## src/rtl/sd_track_scheduler.sv

```systemverilog
// Round-robin sector sequencer: picks an eligible audio track, reads one SD
// sector for it and steers the 512 bytes into that track's FIFO.
module sd_track_scheduler #(
  parameter int NUM_TRACKS        = 2,
  parameter int SECTORS_PER_TRACK = 22,
  parameter int SECTOR_BYTES      = 512,
  parameter int LOW_WATER         = 1536
) (
  input  logic                     clk_100mhz,
  input  logic                     reset_n,
  input  logic                     start,
  input  logic                     abort,
  input  logic [31:0]              base_addr,
  input  logic [31:0]              gap,
  input  logic                     sd_ready,
  input  logic                     sd_byte_available,
  input  logic [7:0]               sd_dout,
  input  logic [11*NUM_TRACKS-1:0] fifo_level,
  output logic                     sd_rd,
  output logic [31:0]              sd_addr,
  output logic [NUM_TRACKS-1:0]    fifo_wr_en,
  output logic [7:0]               fifo_din,
  output logic [1:0]               cur_track,
  output logic                     busy,
  output logic                     done,
  output logic [2:0]               state_dbg
);
  localparam int RW = $clog2(SECTORS_PER_TRACK + 1);
  localparam int BW = $clog2(SECTOR_BYTES);

  typedef enum logic [2:0] {
    S_IDLE, S_SELECT, S_ISSUE, S_READ, S_WAIT_RDY, S_FINISH
  } state_t;

  state_t state_q, state_d;

  logic [31:0]           off_q [NUM_TRACKS];
  logic [31:0]           off_d [NUM_TRACKS];
  logic [RW-1:0]         rem_q [NUM_TRACKS];
  logic [RW-1:0]         rem_d [NUM_TRACKS];
  logic [1:0]            ptr_q, ptr_d;
  logic [1:0]            cur_q, cur_d;
  logic [BW-1:0]         cnt_q, cnt_d;
  logic                  sd_rd_q, sd_rd_d;
  logic [31:0]           addr_q, addr_d;
  logic [NUM_TRACKS-1:0] wr_q, wr_d;
  logic [7:0]            din_q, din_d;
  logic                  busy_q, busy_d;
  logic                  done_q, done_d;
  logic                  avail_q;

  logic                  byte_edge;
  logic                  last_byte;
  logic [NUM_TRACKS-1:0] elig;
  logic                  any_rem;
  logic                  found;
  logic [1:0]            sel;
  logic [2:0]            idx;
  logic [2:0]            ptr_nxt;

  assign byte_edge = sd_byte_available & ~avail_q;
  assign last_byte = (cnt_q == BW'(SECTOR_BYTES - 1));

  // Eligibility and round-robin search starting at the pointer.
  always_comb begin
    elig    = '0;
    any_rem = 1'b0;
    found   = 1'b0;
    sel     = ptr_q;
    idx     = '0;
    for (int t = 0; t < NUM_TRACKS; t++) begin
      elig[t] = (rem_q[t] != '0) && (fifo_level[11*t +: 11] <= 11'(LOW_WATER));
      if (rem_q[t] != '0) any_rem = 1'b1;
    end
    for (int i = 0; i < NUM_TRACKS; i++) begin
      idx = {1'b0, ptr_q} + 3'(i);
      if (idx >= 3'(NUM_TRACKS)) idx = idx - 3'(NUM_TRACKS);
      for (int t = 0; t < NUM_TRACKS; t++) begin
        if (!found && (3'(t) == idx) && elig[t]) begin
          found = 1'b1;
          sel   = 2'(t);
        end
      end
    end
    ptr_nxt = {1'b0, cur_q} + 3'd1;
    if (ptr_nxt >= 3'(NUM_TRACKS)) ptr_nxt = '0;
  end

  always_ff @(posedge clk_100mhz or negedge reset_n) begin
    if (!reset_n) state_q <= S_IDLE;
    else          state_q <= state_d;
  end

  always_comb begin
    state_d = state_q;
    case (state_q)
      S_IDLE:     if (start) state_d = S_SELECT;
      S_SELECT:   if (abort || !any_rem) state_d = S_FINISH;
                  else if (found)        state_d = S_ISSUE;
      S_ISSUE:    if (sd_rd_q && !sd_ready) state_d = S_READ;
      S_READ:     if (byte_edge && last_byte) state_d = S_WAIT_RDY;
      S_WAIT_RDY: if (sd_ready) state_d = abort ? S_FINISH : S_SELECT;
      S_FINISH:   state_d = S_IDLE;
      default:    state_d = S_IDLE;
    endcase
  end

  always_comb begin
    off_d  = off_q;
    rem_d  = rem_q;
    ptr_d  = ptr_q;
    cur_d  = cur_q;
    cnt_d  = cnt_q;
    sd_rd_d = sd_rd_q;
    addr_d = addr_q;
    wr_d   = '0;
    din_d  = din_q;
    busy_d = busy_q;
    done_d = 1'b0;
    case (state_q)
      S_IDLE: begin
        if (start) begin
          for (int t = 0; t < NUM_TRACKS; t++) begin
            off_d[t] = 32'(t) * gap;
            rem_d[t] = RW'(SECTORS_PER_TRACK);
          end
          busy_d = 1'b1;
        end
      end
      S_SELECT: begin
        if (!abort && any_rem && found) begin
          cur_d = sel;
          for (int t = 0; t < NUM_TRACKS; t++)
            if (2'(t) == sel) addr_d = base_addr + off_q[t];
        end
      end
      S_ISSUE: begin
        // Request only once the controller is idle; drop it once it goes busy.
        if (!sd_rd_q) begin
          if (sd_ready) sd_rd_d = 1'b1;
        end else if (!sd_ready) begin
          sd_rd_d = 1'b0;
          cnt_d   = '0;
        end
      end
      S_READ: begin
        if (byte_edge) begin
          din_d = sd_dout;
          cnt_d = cnt_q + BW'(1);
          for (int t = 0; t < NUM_TRACKS; t++) begin
            wr_d[t] = (2'(t) == cur_q);
            if (last_byte && (2'(t) == cur_q)) begin
              off_d[t] = off_q[t] + 32'(SECTOR_BYTES);
              rem_d[t] = rem_q[t] - RW'(1);
            end
          end
          if (last_byte) ptr_d = ptr_nxt[1:0];
        end
      end
      S_FINISH: begin
        done_d = 1'b1;
        busy_d = 1'b0;
      end
      default: ;
    endcase
  end

  always_ff @(posedge clk_100mhz or negedge reset_n) begin
    if (!reset_n) begin
      for (int t = 0; t < NUM_TRACKS; t++) begin
        off_q[t] <= '0;
        rem_q[t] <= '0;
      end
      ptr_q   <= '0;
      cur_q   <= '0;
      cnt_q   <= '0;
      sd_rd_q <= 1'b0;
      addr_q  <= '0;
      wr_q    <= '0;
      din_q   <= '0;
      busy_q  <= 1'b0;
      done_q  <= 1'b0;
      avail_q <= 1'b0;
    end else begin
      off_q   <= off_d;
      rem_q   <= rem_d;
      ptr_q   <= ptr_d;
      cur_q   <= cur_d;
      cnt_q   <= cnt_d;
      sd_rd_q <= sd_rd_d;
      addr_q  <= addr_d;
      wr_q    <= wr_d;
      din_q   <= din_d;
      busy_q  <= busy_d;
      done_q  <= done_d;
      avail_q <= sd_byte_available;
    end
  end

  assign sd_rd      = sd_rd_q;
  assign sd_addr    = addr_q;
  assign fifo_wr_en = wr_q;
  assign fifo_din   = din_q;
  assign cur_track  = cur_q;
  assign busy       = busy_q;
  assign done       = done_q;
  assign state_dbg  = state_q;

endmodule

```

## config.mk

```make
export PLATFORM = sky130hd
export DESIGN_NAME = sd_track_scheduler
export DESIGN_NICKNAME = d
export VERILOG_FILES = /design/src/rtl/sd_track_scheduler.sv
export SDC_FILE = /design/constraint.sdc
export NUM_CORES = 1
export LEC_CHECK = 0
export CAP_MARGIN = 40
export CORE_MARGIN = 2
export CORE_UTILIZATION = 53
export DETAILED_ROUTE_END_ITERATION = 8
export PLACE_DENSITY = 0.77
export SETUP_SLACK_MARGIN = 0.4
export SYNTH_ARGS = -nofsm -noshare
export SYNTH_HDL_FRONTEND = slang
export SYNTH_SLANG_ARGS = --single-unit
```

## constraint.sdc

```tcl
create_clock -name clk_100mhz -period 6.1 [get_ports clk_100mhz]
set_clock_uncertainty 0.15 [all_clocks]
set_input_delay 1.22 -clock clk_100mhz [delete_from_list [all_inputs] [get_ports clk_100mhz]]
set_output_delay 1.22 -clock clk_100mhz [all_outputs]
set_load 0.02 [all_outputs]
```

==> impl_results.md <==
* Post-CTS Setup Inserts at 0
* Period utilization at 85.66%
* Syn Nets at 1,008
* Vias per inst at 5.834
* Clock Sinks at 127
* Die footprint at 15,940 um2
* WL final at 20,210 um
* Placement Setup Slack at 367.0 ps
* Final hold vios at 0
* Data arrival, critical path at 5360 ps
* Highest clock rate at 0.1914 GHz
* Cell taking the most area after synthesis: dfrtp_1
* Simple logic cell fraction of the synthesized area at 18.89%
* Layout Area Growth over Synthesis at 27.36%
* Register bit count reported by yosys at 127
* Pleak at 4.445 nW
* Library cells used by synthesis at 71
* Setup crit end kind: flop
* Hold_sp: sd_addr[9]
* Share of cells above drive strength 1 at 9.901%
* Post-CTS sizing at 0
* DRT antenna net count at 0
* CTS max path bufs at 2
* Share of flip-flops with an asynchronous set or reset at 100.0%
* DR DRC count at 0
* Crit Path Class: input pin to flop
* CTS H-tree depth at 4
* Top FF cell, synth: dfrtp_1
* # setup viols final at 0
* Sequential fraction of the synthesis area at 40.12%
* IO buf count at 149
* Max-cap violations at 0
* Root Driver: clkbuf_16
* Cells after Synth at 865
* Largest family of logic cells by synthesized area: simple AND/OR/NAND/NOR gates
* Final core occ at 69.15%
* WHS Path Cells at 2
* Multi-input logic area at 4472 um2
* Crit path max-delay cell type: clkdlybuf4s50_1
* Reg2Reg Setup Slack at 1130 ps
* Status: complete, no violations
* Worst Hold Class: flop to flop
* Avg Cell Area, Syn at 9.158 um2
* Storage cell area at 3178 um2
* Crit-path max FO at 25
* Design area at 10,090 um2
* Relative slew margins at 39.91%
* Measured slew at the worst slew-check pin at 900.3 ps
* Slowest stage delay, CP at 400 ps
* Minimum hold slack at 323.5 ps
* Worst Hold Path EP: sd_addr[9]
* Die H at 126.3 um
* Worst IR drop on VDD at 0.0002780 V
* Mux cell area share after synthesis at 6.760%
* CTS Hold Bufs at 0
* Post-DP Area at 9560 um2
* # rows at 44
* Total number of vias at 6,966
* RR Startpoint: rem_q[5]
* DR WL/cell at 16.92 um
* Post-synth EDFFs at 0
* RSZ-0062 raised after global routing: false
* GR Util All Layers at 25.92%
* Nets@finish at 1,142
* Total iterations of the first detailed-routing run at 5
* Core footprint at 14,590 um2
* Setup TNS at 0 ps
* Die Width at 126.3 um
* Reg clk slew, reported paths at 50 ps
* Pwr/cell area at 404.8 nW/um2
* Vias in the first global route at 6,900
* Placer Congestion at 0.8777
* CTS Buf Count at 17
* XOR/XNOR share of the synthesized area at 6.192%
* CTS tree: built
* Ys Warns at 0
* Worst EP required at 6230 ps
* Fillers at 1,155
* Remaining Overflow, GRT at 0
* Starting Density at 54.30%
* RR Endpoint: sd_addr[30]
* Area contributors post-synth: dfrtp_1, ha_1, mux2_2
* CP cell instances: clkdlybuf4s50_1 > nor4_1 > a31oi_1 > nor2_1 > a22o_1 > buf_4 > mux2_2 > ha_1 > a21oi_1 > o21ai_0 > a32o_1 > a31oi_1 > a21oi_1 > a311oi_1 > xor2_1 > o21ai_0
* Post-synthesis compound-gate area fraction at 17.55%
* Slew Viols, Final at 0
* Post-route minimum period at 5225 ps
* Initial antenna violation count at 0
* Yosys top cell area share at 40.12%
* First-pass GRT wire length at 33,310 um
* Largest net degree at the start of global routing at 64
* Post-synth design cell area at 7921 um2
* DR iter-0 viols at 568
* Adder-Cell Fraction of Synth Area at 6.887%
* PnR worst setup slack at 874.7 ps
* Clk_lat worst skew at 420 ps
* Num ports at 150
* Ant. Diodes at 0
* Hpwl dp at 14,580 um
* Startpoint Class: input pin
* Worst Reg2Reg Path Length in Cells at 17
## through the flow
stage                     instances  total power, W
after global placement         1162        0.003107
final                          1194        0.004084
after floorplan                 865        0.002498
after CTS                      1194        0.004096
after detailed placement       1164        0.003152
after global routing           1194        0.004347
## cells in the final DEF (no fill, tap or decap), types with 5 or more instances in the layout
master and instances:
a21o_1 16, a21oi_1 70, a31oi_1 12, and2_1 16, and3_1 15, buf_4 10
clkbuf_16 17, clkdlybuf4s50_1 148, clkinv_2 6, dfrtp_1 127, ha_1 42, inv_1 22
mux2_2 44, nand2_1 75, nand2b_1 8, nand3_1 41, nand4_1 12, nor2_1 78
nor2b_1 5, nor3_1 15, nor3b_1 9, o21a_1 6, o21ai_0 62, o22ai_1 10
xnor2_1 20, xor2_1 36
## worst max path at each step
stage | start | endpoint | slack, ps | cells past startpoint
2_1_floorplan | fifo_level[11] | sd_addr[24] | 1240 | 18
3_3_place_gp | fifo_level[11] | sd_addr[24] | 520 | 18
3_5_place_dp | fifo_level[11] | sd_addr[24] | 370 | 18
4_1_cts | fifo_level[11] | sd_addr[24] | 780 | 18
5_1_grt | fifo_level[11] | sd_addr[24] | 480 | 18
6_report | fifo_level[11] | sd_addr[30] | 870 | 16
## flip-flops by register name, indices dropped and copies added (netlist names)
register and cells:
off_q 55, sd_addr 32, rem_q 10, cnt_q 9, fifo_din 8, state_dbg 3
cur_track 2, fifo_wr_en 2, ptr_q 2, avail_q 1, busy 1, done 1
sd_rd 1
## layer usage
layer	share of wire, %	global-route usage [%]	up-vias	wire length, um
met5	0	0	-	0
met4	2.2	8.468	0	449
met3	5.2	6.160	33	1056
met2	48	42.76	187	9727
met1	44	33.87	3364	8972
li1	-	-	3382	-
## synthesized netlist by cell type, types with 3 or more instances
master     number
a21o_1         16
nor4_1          4
or3_1           3
mux2_2         44
nand3_1        41
nor2_1         80
o21bai_1        3
a311oi_1        3
and2_1         16
nor2b_1         5
and3_1         15
a211oi_1        3
a31oi_1        12
o21a_1          6
o22ai_1        10
buf_4           3
nor3_1         15
xnor2_1        20
a22o_1          3
mux2i_1         4
o21ai_1         3
buf_2          11
clkbuf_1       27
ha_1           42
a21oi_1        70
nand2_1        76
nor3b_1         9
xor2_1         36
dfrtp_1       127
nand2b_1        8
o21ai_0        62
a41o_1          3
nand4_1        12
a2bb2oi_1       4
inv_1          22
## worst max-delay path, delay by kind of cell
family / cells / cell delay [ps]
AOI/OAI and AO/OA: 9 / 2060
adders and majority gates: 1 / 350
and+or+nand+nor: 2 / 480
buffers and inverters: 2 / 700
xor gates and xnor gates: 1 / 160
muxes: 1 / 380
## power by group
group          total, W  switching, W  internal [W]
Combinational   0.00175      0.000955      0.000796
Clock          0.000922      0.000361      0.000560
Sequential      0.00141      0.000272       0.00114
Total           0.00408       0.00159       0.00250
## kinds of logic after synthesis
group / Yosys count
XOR/XNOR: 56
buffers and inverters: 67
multiplexers: 48
AND/OR/NAND/NOR: 299
AO/OA/AOI/OAI: 225
adder cells (fa/ha/maj): 43
flip-flops: 127
## area by class of cell
| class | count | area share, % |
|---|---|---|
| tap | 184 | 2.282 |
| clock buffer | 22 | 4.502 |
| sequential | 127 | 31.50 |
| timing repair buffer | 160 | 15.90 |
| multi-input combinational | 671 | 44.33 |
| clock inverter | 8 | 0.6697 |
| inverter | 22 | 0.8186 |
(Power assumes the default switching activity.)
==> variant, RTL diff (config.mk and constraints unchanged) <==
The parameter `SECTOR_BYTES` goes from 512 to 256.
--- a/src/rtl/sd_track_scheduler.sv
+++ b/src/rtl/sd_track_scheduler.sv
@@ -5,3 +5,3 @@
   parameter int SECTORS_PER_TRACK = 22,
-  parameter int SECTOR_BYTES      = 512,
+  parameter int SECTOR_BYTES      = 256,
   parameter int LOW_WATER         = 1536
Formal check against the unedited RTL: no difference found for any inputs over 4 cycles, from zero or initial values and one cycle with reset_n low; that may be too few to reach the edited logic, so the function may still have changed.
==> variant against the unedited design <==
Synthesized area is 0.28% lower. Die area is 0.28% lower. Wire length is 3.1% higher. Register-to-register slack better by 130 ps. Design area hardly changed. Worst setup slack better by 32 ps. First-iteration DRC count is 7.6% higher. Sequential cell count stayed put. Non-clock buffer count is 1 lower. Total power is 21% higher.
==> variant: results (changes against the unedited design) <==
** Critical path
- End of the worst register-to-register path :: sd_addr[24]
- Count of cells along the worst register-to-register path :: 18 (+1)
- The signal arrival time at the worst endpoint came to 5350 ps (about the same).
- The critical-path maximum fanout was 17 (-32%).
- Worst reg-to-reg setup slack :: 1260 ps (+130 ps)
- R2R Path Start :: rem_q[5]

** Global route
- The number of global-route vias before repair is 6898 (-0.029%).
- Met2 usage :: 0.400 (-0.0275)
- Met1 usage :: 0.382 (+0.0436)
- Sum of overflow across all layers after global routing :: 0 (unchanged)
- The maximum number of pins on one net before global-route repair came to 51 (-20%).
- The global-route wire length before repair was 34.0 mm (+2.0%).
- The total global-route track usage was 0.267 (+0.00771).
- Global Route met3 Usage :: 0.0501 (-0.0115)

** Place
- The weighted congestion reported at the end of routability-driven placement was 0.931 (+6.1%).
- The half-perimeter wire length of the detailed placement result came to 15.1 mm (+3.6%).
- Instance area after placement :: 9530 um^2 (-0.31%)
- The minimum setup slack after placement is 466 ps (+99.3 ps).

** Finish
- off_q holds more flip-flops than any other register.
- Largest register FFs :: 56 (+1.8%)
- Share of layout cells above drive strength 1 :: 0.0842 (-0.0148)
- The number of nets in the finished design is 1187 (+3.9%).
- Filler cell count :: 1202 (+4.1%)

** Drt
- Routed wire per std cell :: 16.8 um (-0.81%)
- Initial DRT Pass Iterations :: 4 (-1)
- The detail-routed via count per cell was 5.77 (-1.1%).
- Post-route DRC violation count :: 0 (unchanged)
- Antenna Violating Nets Remaining :: 0 (unchanged)
- Number of violations reported at the end of detailed-routing iteration 0 :: 611 (+7.6%)

** Clock network
- The tree is rooted in a sky130_fd_sc_hd__clkbuf_16.
- The maximum count of clock buffers along a single path was 2 (unchanged).
- Number of H-tree branching levels :: 4 (unchanged)
- Clock input transition at the sequential cells of the worst setup and hold paths :: roughly 60 ps
- Resized Gates After CTS :: 0 (unchanged)

** Timing
- The tightest slew margin relative to the limit was 0.405 (+0.00634).
- Fin Hold WS :: 323 ps (-0.766 ps)

** Synth
- Ranking of synthesized cells by area :: sky130_fd_sc_hd__dfrtp_1 40%, sky130_fd_sc_hd__ha_1 6.5%, sky130_fd_sc_hd__nand2_1 6.1%, sky130_fd_sc_hd__a21oi_1 5.4%, sky130_fd_sc_hd__o21ai_0 5.1%
- The proportion of register bits with asynchronous set or reset after synthesis was 1.00 (unchanged).
- Netlist cell types :: 63 (-11%)
- The synthesized net count came to 1048 (+4.0%).
- Post-synthesis sequential area ratio :: 0.402 (+0.00114)
- Most numerous cell types in the synthesized netlist :: 129 x sky130_fd_sc_hd__nand2_1, 127 x sky130_fd_sc_hd__dfrtp_1, 86 x sky130_fd_sc_hd__a21oi_1
- The count of warnings emitted by yosys is 0 (unchanged).

** Worst hold path
- The worst hold path terminates at sd_addr[0].
- The startpoint identified for the worst hold timing path is sd_addr[0].

** Power and ir drop
- Lkg Pwr :: 4.35 nW (-2.2%)
- The maximum vdd drop was 264 uV (-5.0%).

** Status
- The run finished with clean final reports.
-- variant: report_power, final --
group	internal (mW)	total [mW]	leakage (nW)	switching (mW)
sequential	1.14	1.42	1.59	0.284
clock	0.573	0.950	0.259	0.376
combinational	1.13	2.58	2.50	1.45
-- variant: stage by stage --
step                instances  power [mW]  utilization
global placement         1209        3.91        0.655
CTS                      1241        4.94        0.694
global route             1241        5.31        0.694
floorplan                 906        3.14            -
finish                   1241        4.95        0.694
detailed placement       1210        3.97        0.656
-- variant: critical path: stages --
cell and delay (ps):
sky130_fd_sc_hd__clkdlybuf4s50_1 390, sky130_fd_sc_hd__nor4_1 270, sky130_fd_sc_hd__a31oi_1 160, sky130_fd_sc_hd__nor2_1 240, sky130_fd_sc_hd__a22o_1 500, sky130_fd_sc_hd__buf_4 340, sky130_fd_sc_hd__and2_1 180, sky130_fd_sc_hd__ha_1 170
sky130_fd_sc_hd__inv_1 60, sky130_fd_sc_hd__fa_1 400, sky130_fd_sc_hd__nor2b_1 180, sky130_fd_sc_hd__o2111ai_1 160, sky130_fd_sc_hd__nand3_1 160, sky130_fd_sc_hd__a31oi_1 160, sky130_fd_sc_hd__a211oi_1 270, sky130_fd_sc_hd__o21ai_0 150
sky130_fd_sc_hd__o311ai_0 310
-- variant: layout make-up --
type	instances	area, um^2	share of cell area
tap	184	230	0.0228
clock buffer	20	457	0.0453
sequential	127	3180	0.315
inverter	26	97.6	0.00968
multi-input combinational	714	4460	0.443
timing repair buffer	159	1560	0.155
clock inverter	11	92.6	0.00919
-- variant: worst max-delay path by stage --
| stage | startpoint | to | slack (ps) | cells past startpoint |
|---|---|---|---|---|
| 2_1_floorplan | fifo_level[15] | sd_addr[29] | 1240 | 16 |
| 3_3_place_gp | fifo_level[15] | sd_addr[29] | 610 | 15 |
| 3_5_place_dp | fifo_level[15] | sd_addr[24] | 470 | 17 |
| 4_1_cts | fifo_level[15] | sd_addr[24] | 900 | 17 |
| 5_1_grt | fifo_level[15] | sd_addr[24] | 460 | 17 |
| 6_report | fifo_level[15] | sd_addr[24] | 910 | 17 |
-- variant: cell families after synthesis --
group	Yosys count	synth area share
AND/OR/NAND/NOR	343	0.211
AO/OA/AOI/OAI	244	0.181
flip-flops	127	0.402
buffers and inverters	65	0.0345
XOR/XNOR	53	0.0588
adder cells (fa/ha/maj)	42	0.0675
multiplexers	32	0.0455
-- variant: layer usage --
metal / routed length, um / vias to the layer above
li1: - / 3486
met1: 9650 / 3409
met2: 9270 / 223
met3: 1310 / 43
met4: 605 / 0
met5: 0 / -
